[src/rtl/jb_sysref_gate.sv]
// SYSREF conditioner/distributor: samples the PL SYSREF, checks its period
// against SYSREF_DIV, declares lock, and releases it to NUM_CH tiles through
// an arm/one-shot/continuous gate with a per-channel cycle delay.
module jb_sysref_gate #(
  parameter int NUM_CH     = 2,
  parameter int IN_STAGES  = 2,
  parameter int SYSREF_DIV = 128,
  parameter int CNT_W      = 9,
  parameter int LOCK_CNT   = 4,
  parameter int DLY_W      = 3
) (
  input  logic                      pl_refclk_m,
  input  logic                      rst_n,
  input  logic                      sysref_i,
  input  logic                      arm,
  input  logic                      disarm,
  input  logic                      oneshot,
  input  logic                      err_clr,
  input  logic [NUM_CH-1:0]         ch_en,
  input  logic [NUM_CH*DLY_W-1:0]   ch_dly,
  output logic [NUM_CH-1:0]         sysref_o,
  output logic                      locked,
  output logic                      period_err,
  output logic [1:0]                gate_state,
  output logic [15:0]               pulse_cnt
);

  localparam int NTAP = 2 ** DLY_W;
  localparam logic [CNT_W-1:0] PCNT_MAX  = {CNT_W{1'b1}};
  localparam logic [CNT_W-1:0] PCNT_DIV  = CNT_W'(SYSREF_DIV);
  localparam logic [3:0]       GOOD_LOCK = 4'(LOCK_CNT);

  typedef enum logic [1:0] {
    ST_IDLE  = 2'd0,
    ST_ARMED = 2'd1,
    ST_RUN   = 2'd2
  } gate_st_t;

  logic [IN_STAGES-1:0] sync_q;
  logic                 s_last;
  logic                 s_dly_q;
  logic                 rise;
  logic                 fall;

  logic [CNT_W-1:0]     pcnt_q, pcnt_d;
  logic                 ref_q, ref_d;
  logic [3:0]           good_q, good_d;
  logic                 locked_q, locked_d;
  logic                 err_q, err_d;
  logic                 rise_ok;
  logic                 fault;
  logic                 locked_fall;
  logic                 abort;

  gate_st_t             state_q, state_d;
  logic                 oneshot_q, oneshot_d;
  logic                 gate_open;

  logic                 g_q;
  logic [NTAP-2:0]      dly_q;
  logic [NTAP-1:0]      tap;
  logic [NUM_CH-1:0]    tap_sel;
  logic [NUM_CH-1:0]    sysref_q;
  logic [15:0]          pulse_q, pulse_d;

  // Input sampling chain plus one extra stage used for edge detection
  always_ff @(posedge pl_refclk_m or negedge rst_n) begin
    if (!rst_n) begin
      sync_q  <= '0;
      s_dly_q <= 1'b0;
    end else begin
      sync_q[0] <= sysref_i;
      for (int i = 1; i < IN_STAGES; i++) begin
        sync_q[i] <= sync_q[i-1];
      end
      s_dly_q <= s_last;
    end
  end

  assign s_last = sync_q[IN_STAGES-1];
  assign rise   = s_last & ~s_dly_q;
  assign fall   = ~s_last & s_dly_q;

  // Period check: a rise is good only when it lands exactly SYSREF_DIV cycles
  // after the previous one; a missing edge faults when the count passes DIV.
  always_comb begin
    if (rise)                   pcnt_d = CNT_W'(1);
    else if (pcnt_q == PCNT_MAX) pcnt_d = pcnt_q;
    else                        pcnt_d = pcnt_q + CNT_W'(1);

    rise_ok = rise & ~ref_q & (pcnt_q == PCNT_DIV);
    fault   = (rise & ~ref_q & (pcnt_q != PCNT_DIV)) |
              (~rise & (pcnt_q == PCNT_DIV));

    // After a fault the next rise only re-establishes the phase reference
    ref_d = ref_q;
    if (fault)     ref_d = 1'b1;
    else if (rise) ref_d = 1'b0;

    good_d = good_q;
    if (fault)                              good_d = 4'd0;
    else if (rise_ok && good_q != GOOD_LOCK) good_d = good_q + 4'd1;

    locked_d = (good_d == GOOD_LOCK);

    // A new fault beats a simultaneous clear
    err_d = err_q;
    if (fault)        err_d = 1'b1;
    else if (err_clr) err_d = 1'b0;

    locked_fall = locked_q & ~locked_d;
    abort       = disarm | locked_fall;
  end

  // Period-check state registers
  always_ff @(posedge pl_refclk_m or negedge rst_n) begin
    if (!rst_n) begin
      pcnt_q   <= '0;
      ref_q    <= 1'b1;
      good_q   <= 4'd0;
      locked_q <= 1'b0;
      err_q    <= 1'b0;
    end else begin
      pcnt_q   <= pcnt_d;
      ref_q    <= ref_d;
      good_q   <= good_d;
      locked_q <= locked_d;
      err_q    <= err_d;
    end
  end

  // Gate FSM state register, with the one-shot mode captured on entry to RUN
  always_ff @(posedge pl_refclk_m or negedge rst_n) begin
    if (!rst_n) begin
      state_q   <= ST_IDLE;
      oneshot_q <= 1'b0;
    end else begin
      state_q   <= state_d;
      oneshot_q <= oneshot_d;
    end
  end

  // Gate FSM next state: disarm first, then loss-of-lock abort, then normal flow
  always_comb begin
    state_d   = state_q;
    oneshot_d = oneshot_q;
    if (disarm) begin
      state_d = ST_IDLE;
    end else if (locked_fall && state_q != ST_IDLE) begin
      state_d = ST_IDLE;
    end else begin
      case (state_q)
        ST_IDLE:  if (arm) state_d = ST_ARMED;
        ST_ARMED: if (rise && locked_q) begin
                    state_d   = ST_RUN;
                    oneshot_d = oneshot;
                  end
        ST_RUN:   if (oneshot_q && fall) state_d = ST_IDLE;
        default:  state_d = ST_IDLE;
      endcase
    end
  end

  // Gate FSM outputs: gate opens on the very rise that leaves ARMED
  always_comb begin
    gate_open = ((state_q == ST_RUN) |
                 ((state_q == ST_ARMED) & rise & locked_q)) & ~abort;
    pulse_d   = pulse_q + 16'(rise & gate_open);
  end

  // Gated level, shared delay line and released-edge counter
  always_ff @(posedge pl_refclk_m or negedge rst_n) begin
    if (!rst_n) begin
      g_q     <= 1'b0;
      dly_q   <= '0;
      pulse_q <= 16'd0;
    end else begin
      g_q     <= s_last & gate_open & ~abort;
      dly_q   <= tap[NTAP-2:0];
      pulse_q <= pulse_d;
    end
  end

  // tap[k] is the gated level delayed by k cycles
  assign tap = {dly_q, g_q};

  genvar gi;
  generate
    for (gi = 0; gi < NUM_CH; gi++) begin : g_ch
      assign tap_sel[gi] = ch_en[gi] & tap[ch_dly[gi*DLY_W +: DLY_W]];
    end
  endgenerate

  // Registered per-channel outputs
  always_ff @(posedge pl_refclk_m or negedge rst_n) begin
    if (!rst_n) sysref_q <= '0;
    else        sysref_q <= tap_sel;
  end

  assign sysref_o   = sysref_q;
  assign locked     = locked_q;
  assign period_err = err_q;
  assign gate_state = state_q;
  assign pulse_cnt  = pulse_q;

endmodule

[config.mk]
export PLATFORM = sky130hd
export DESIGN_NAME = jb_sysref_gate
export DESIGN_NICKNAME = d
export VERILOG_FILES = /design/src/rtl/jb_sysref_gate.sv
export SDC_FILE = /design/constraint.sdc
export NUM_CORES = 1
export LEC_CHECK = 0
export ABC_CLOCK_PERIOD_IN_PS = 4900
export BUFFER_PORTS_ARGS = -buffer_cell sky130_fd_sc_hd__buf_4
export CORE_ASPECT_RATIO = 1.5
export CORE_MARGIN = 8
export CORE_UTILIZATION = 45
export CTS_CLUSTER_DIAMETER = 120
export DETAILED_ROUTE_END_ITERATION = 7
export GPL_TIMING_DRIVEN = 0
export PLACE_DENSITY = 0.68
export SETUP_SLACK_MARGIN = 0.02
export SLEW_MARGIN = 20
export SYNTH_ARGS = -nofsm -noshare
export SYNTH_HDL_FRONTEND = slang
export SYNTH_SLANG_ARGS = --single-unit
[constraint.sdc]
create_clock -name pl_refclk_m -period 4.9 [get_ports pl_refclk_m]
set_clock_uncertainty 0.1 [all_clocks]
set_input_delay 0.49 -clock pl_refclk_m [delete_from_list [all_inputs] [get_ports pl_refclk_m]]
set_output_delay 0.49 -clock pl_refclk_m [all_outputs]
set_load 0.03 [all_outputs]
==> results.md <==
* Run status: finished, final reports clean
* Core region area at about 5000 µm²
* Global placer's final weighted congestion at ~0.8
* Total global routing track utilization at about 13%
* Total power per unit cell area at around 300 nW/µm²
* DR WL/cell at roughly 14 µm
* Kind of critical path: register to register
* Proportion of synthesized flip-flops having asynchronous set or reset at 100%
* Number of detailed-route iterations in the first pass at 4
* Number of antenna diodes at 0
* Area of the die at 7660 µm²
* Switching share of power at 25.3%
* Post-place setup slack at 1020 ps
* Worst EP required at about 5000 ps
* GRT Residual Overflow at 0
* Resize count post-CTS at 0
* Clock edge transition at the registers on the reported setup and hold paths at about 90 ps
* Area added between synthesis and finish at 20.9%
* Number of register bits inferred by synthesis at between 40 and 50
* Total CTS buffers at 5
* Net Sw Power at ~0.21 mW
* Post-synthesis sequential area ratio at between 50% and 60%
* Worst-case headroom to the max-slew limit at approximately three fifths
* Placed cell areas at around 2600 µm²
* Power after layout at about 0.84 mW
* MaxCap Viol Count at 0
* Clk_lat worst skew at roughly 300 ps
* Number of routed nets with antenna violations at 0
* Most common library cell in the layout ignoring fill and taps: dfrtp_1
* Post-Route Hold Slack at roughly 80 ps
* CTS root buffer: clkbuf_8
* Kind of start point of the critical path: register
* Instance count of the mapped netlist at 195
* Warning count from the yosys run at 0
* Number of hold violations in the final report at 0
* Setup slack of the critical path after layout at approximately 1100 ps
* Post-route DRC violation count at 0
* Setup TNS at 0 ps
* Top-level port count at 37
* Post-synthesis cell type count at 43
* Nets in the synthesized netlist at between 200 and 250
* Non-filler instance count after layout at approximately 310
* Hold bufs inserted after CTS at 0
* Vias in the first global route at around 1700
* Number of flops mapped to enable cells by yosys at 0
* Die Width at 74.2 µm
* Post-detail-place hpwl at ~3300 µm
* Post-synthesis instance area at between 2000 and 2500 µm²
* Cell accounting for the most synthesized area: dfrtp_1
* Sink Count at between 40 and 50
* Die boundary height at just over 100 µm
* Critical Path AT at between 3000 and 4000 ps
* Number of DRC markers in iteration 0 at 90
* H-tree level count at 2
* Worst reg2reg startpoint: pcnt_q[0]
* Leakage at 1.38 nW
* Final critical delay including setup and external delays at 3820 ps
* Top post-synthesis cells by area: dfrtp_1 (51%), ha_1 (4.4%), mux4_2 (3.9%)
* Final routed wirelength across all metal layers at roughly 4400 µm
* Starting density of the core at 45.6%
* Initial antenna violation count at 0
* Commonest non-fill, non-tap cells in the layout: dfrtp_1 (47), buf_4 (36), nand2_1 (11), nor2_1 (11)
* Crit. Startpoint: pcnt_q[0]
* Fraction of layout cells with a size suffix above 1 at 23.8%
* Via density per instance at between 5 and 6
* Post-layout instance area at approximately 2800 µm²
* Final core occ at roughly 55%
* Global-route wire length before repair at ~7500 µm
* Combinational cell fraction of total power at between 10% and 20%
* Number of setup buffers added after CTS at 0
* Mean instance size in the synthesized netlist at 11.7 µm²
* Overall via count from detail_route at 1635
* Final setup violating endpoints at 0
* Number of rows in the core area at 32
* Maximum clock path buffer count at 2
* Dpl cells at ~300
* Number of nets at the end of the flow at roughly 260
* Final cycle utilization of the critical path at around 78%
* Tightest Hold Check Type: input port to async pin
* Clk pwr share at 35.6%
* Transition time of the tightest slew-check pin at ~590 ps
* Max frequency at ~260 MHz
* Pins over their slew limit at 0
* Crit-path max FO at 4
* Share of Yosys cell area claimed by the top area cell type at between 50% and 60%
* Setup repair after global routing missed its margin: false
* Post-synth top flop: dfrtp_1
* IR drop worst, VDD at 322 µV
* Port-buffer cells at 36
* Type of destination of the critical path: register
* Pin count of the biggest net entering global routing at roughly 50
* Internal power component at between 0.6 and 0.7 mW
* Clock tree from TritonCTS: done
* Relative contribution of sequential cells to total power at a little over half
-- final timing paths --
path,endpoint,slack (ps),depth (start not counted)
setup / recovery,pulse_cnt[12],1080,14
hold / removal,pulse_cnt[11],80,1
setup reg to reg,pulse_cnt[12],1080,14
hold reg to reg,sync_q[1],260,0
max in group asynchronous,oneshot_q,4210,1
min in group pl_refclk_m,sync_q[0],190,1
-- kinds of logic after synthesis --
kind of cell             synth area share, %
XOR/XNOR                                7.28
buffers and inverters                   1.97
flip-flops                              52.6
multiplexers                            7.50
adder cells (fa/ha/maj)                 4.38
AND/OR/NAND/NOR                         19.6
AO/OA/AOI/OAI                           6.68
-- layout make-up --
class                      instances  area, µm²
clock buffer                       6       82.6
fill                             451       2240
sequential                        48       1200
clock inverter                     2       38.8
buffer                             2       7.51
tap                               68       85.1
inverter                          10       37.5
timing repair buffer              36        270
multi-input combinational        135       1040
-- cell usage after synthesis (5+ instances only) --
master / number
o21ai_0: 8
and3_1: 7
a21oi_1: 6
inv_1: 10
nand2_1: 11
dfrtp_1: 47
nand4_1: 5
xnor2_1: 10
nand3_1: 8
nor2_1: 11
mux2i_1: 7
xor2_1: 9
ha_1: 8
-- metal layers --
layer / track usage, % / share of wire [%] / up-vias
li1: - / - / 788
met1: 12.4 / 39 / 809
met2: 23.0 / 52 / 31
met3: 4.05 / 6.8 / 7
met4: 6.03 / 2.1 / 0
met5: 0 / 0 / -
-- flip-flops by register name, indices dropped and copies added (netlist names) --
signal      count
pulse_cnt      16
pcnt_q          9
dly_q           7
good_q          4
gate_state      2
sync_q          2
sysref_o        2
g_q             1
locked          1
oneshot_q       1
period_err      1
ref_q           1
s_dly_q         1
-- power groups by stage --
stage	registers, mW	clock network (mW)	logic [mW]
floorplan	0.452	0	0.0593
global placement	0.451	0	0.0982
detailed placement	0.451	0	0.101
CTS	0.444	0.308	0.101
global route	0.448	0.321	0.112
finish	0.444	0.300	0.0995
-- worst max-delay path: stages (launching register included) --
cell and delay (ps):
dfrtp_1 430, inv_1 80, ha_1 230, nor4bb_1 480, nand4_1 320, mux2i_1 370
nand3_1 210, o21ai_0 240, ha_1 250, ha_1 160, and3_1 220, and3_1 200
and3_1 200, nand3_1 100, xnor2_1 130
(Power assumes the default switching activity.)
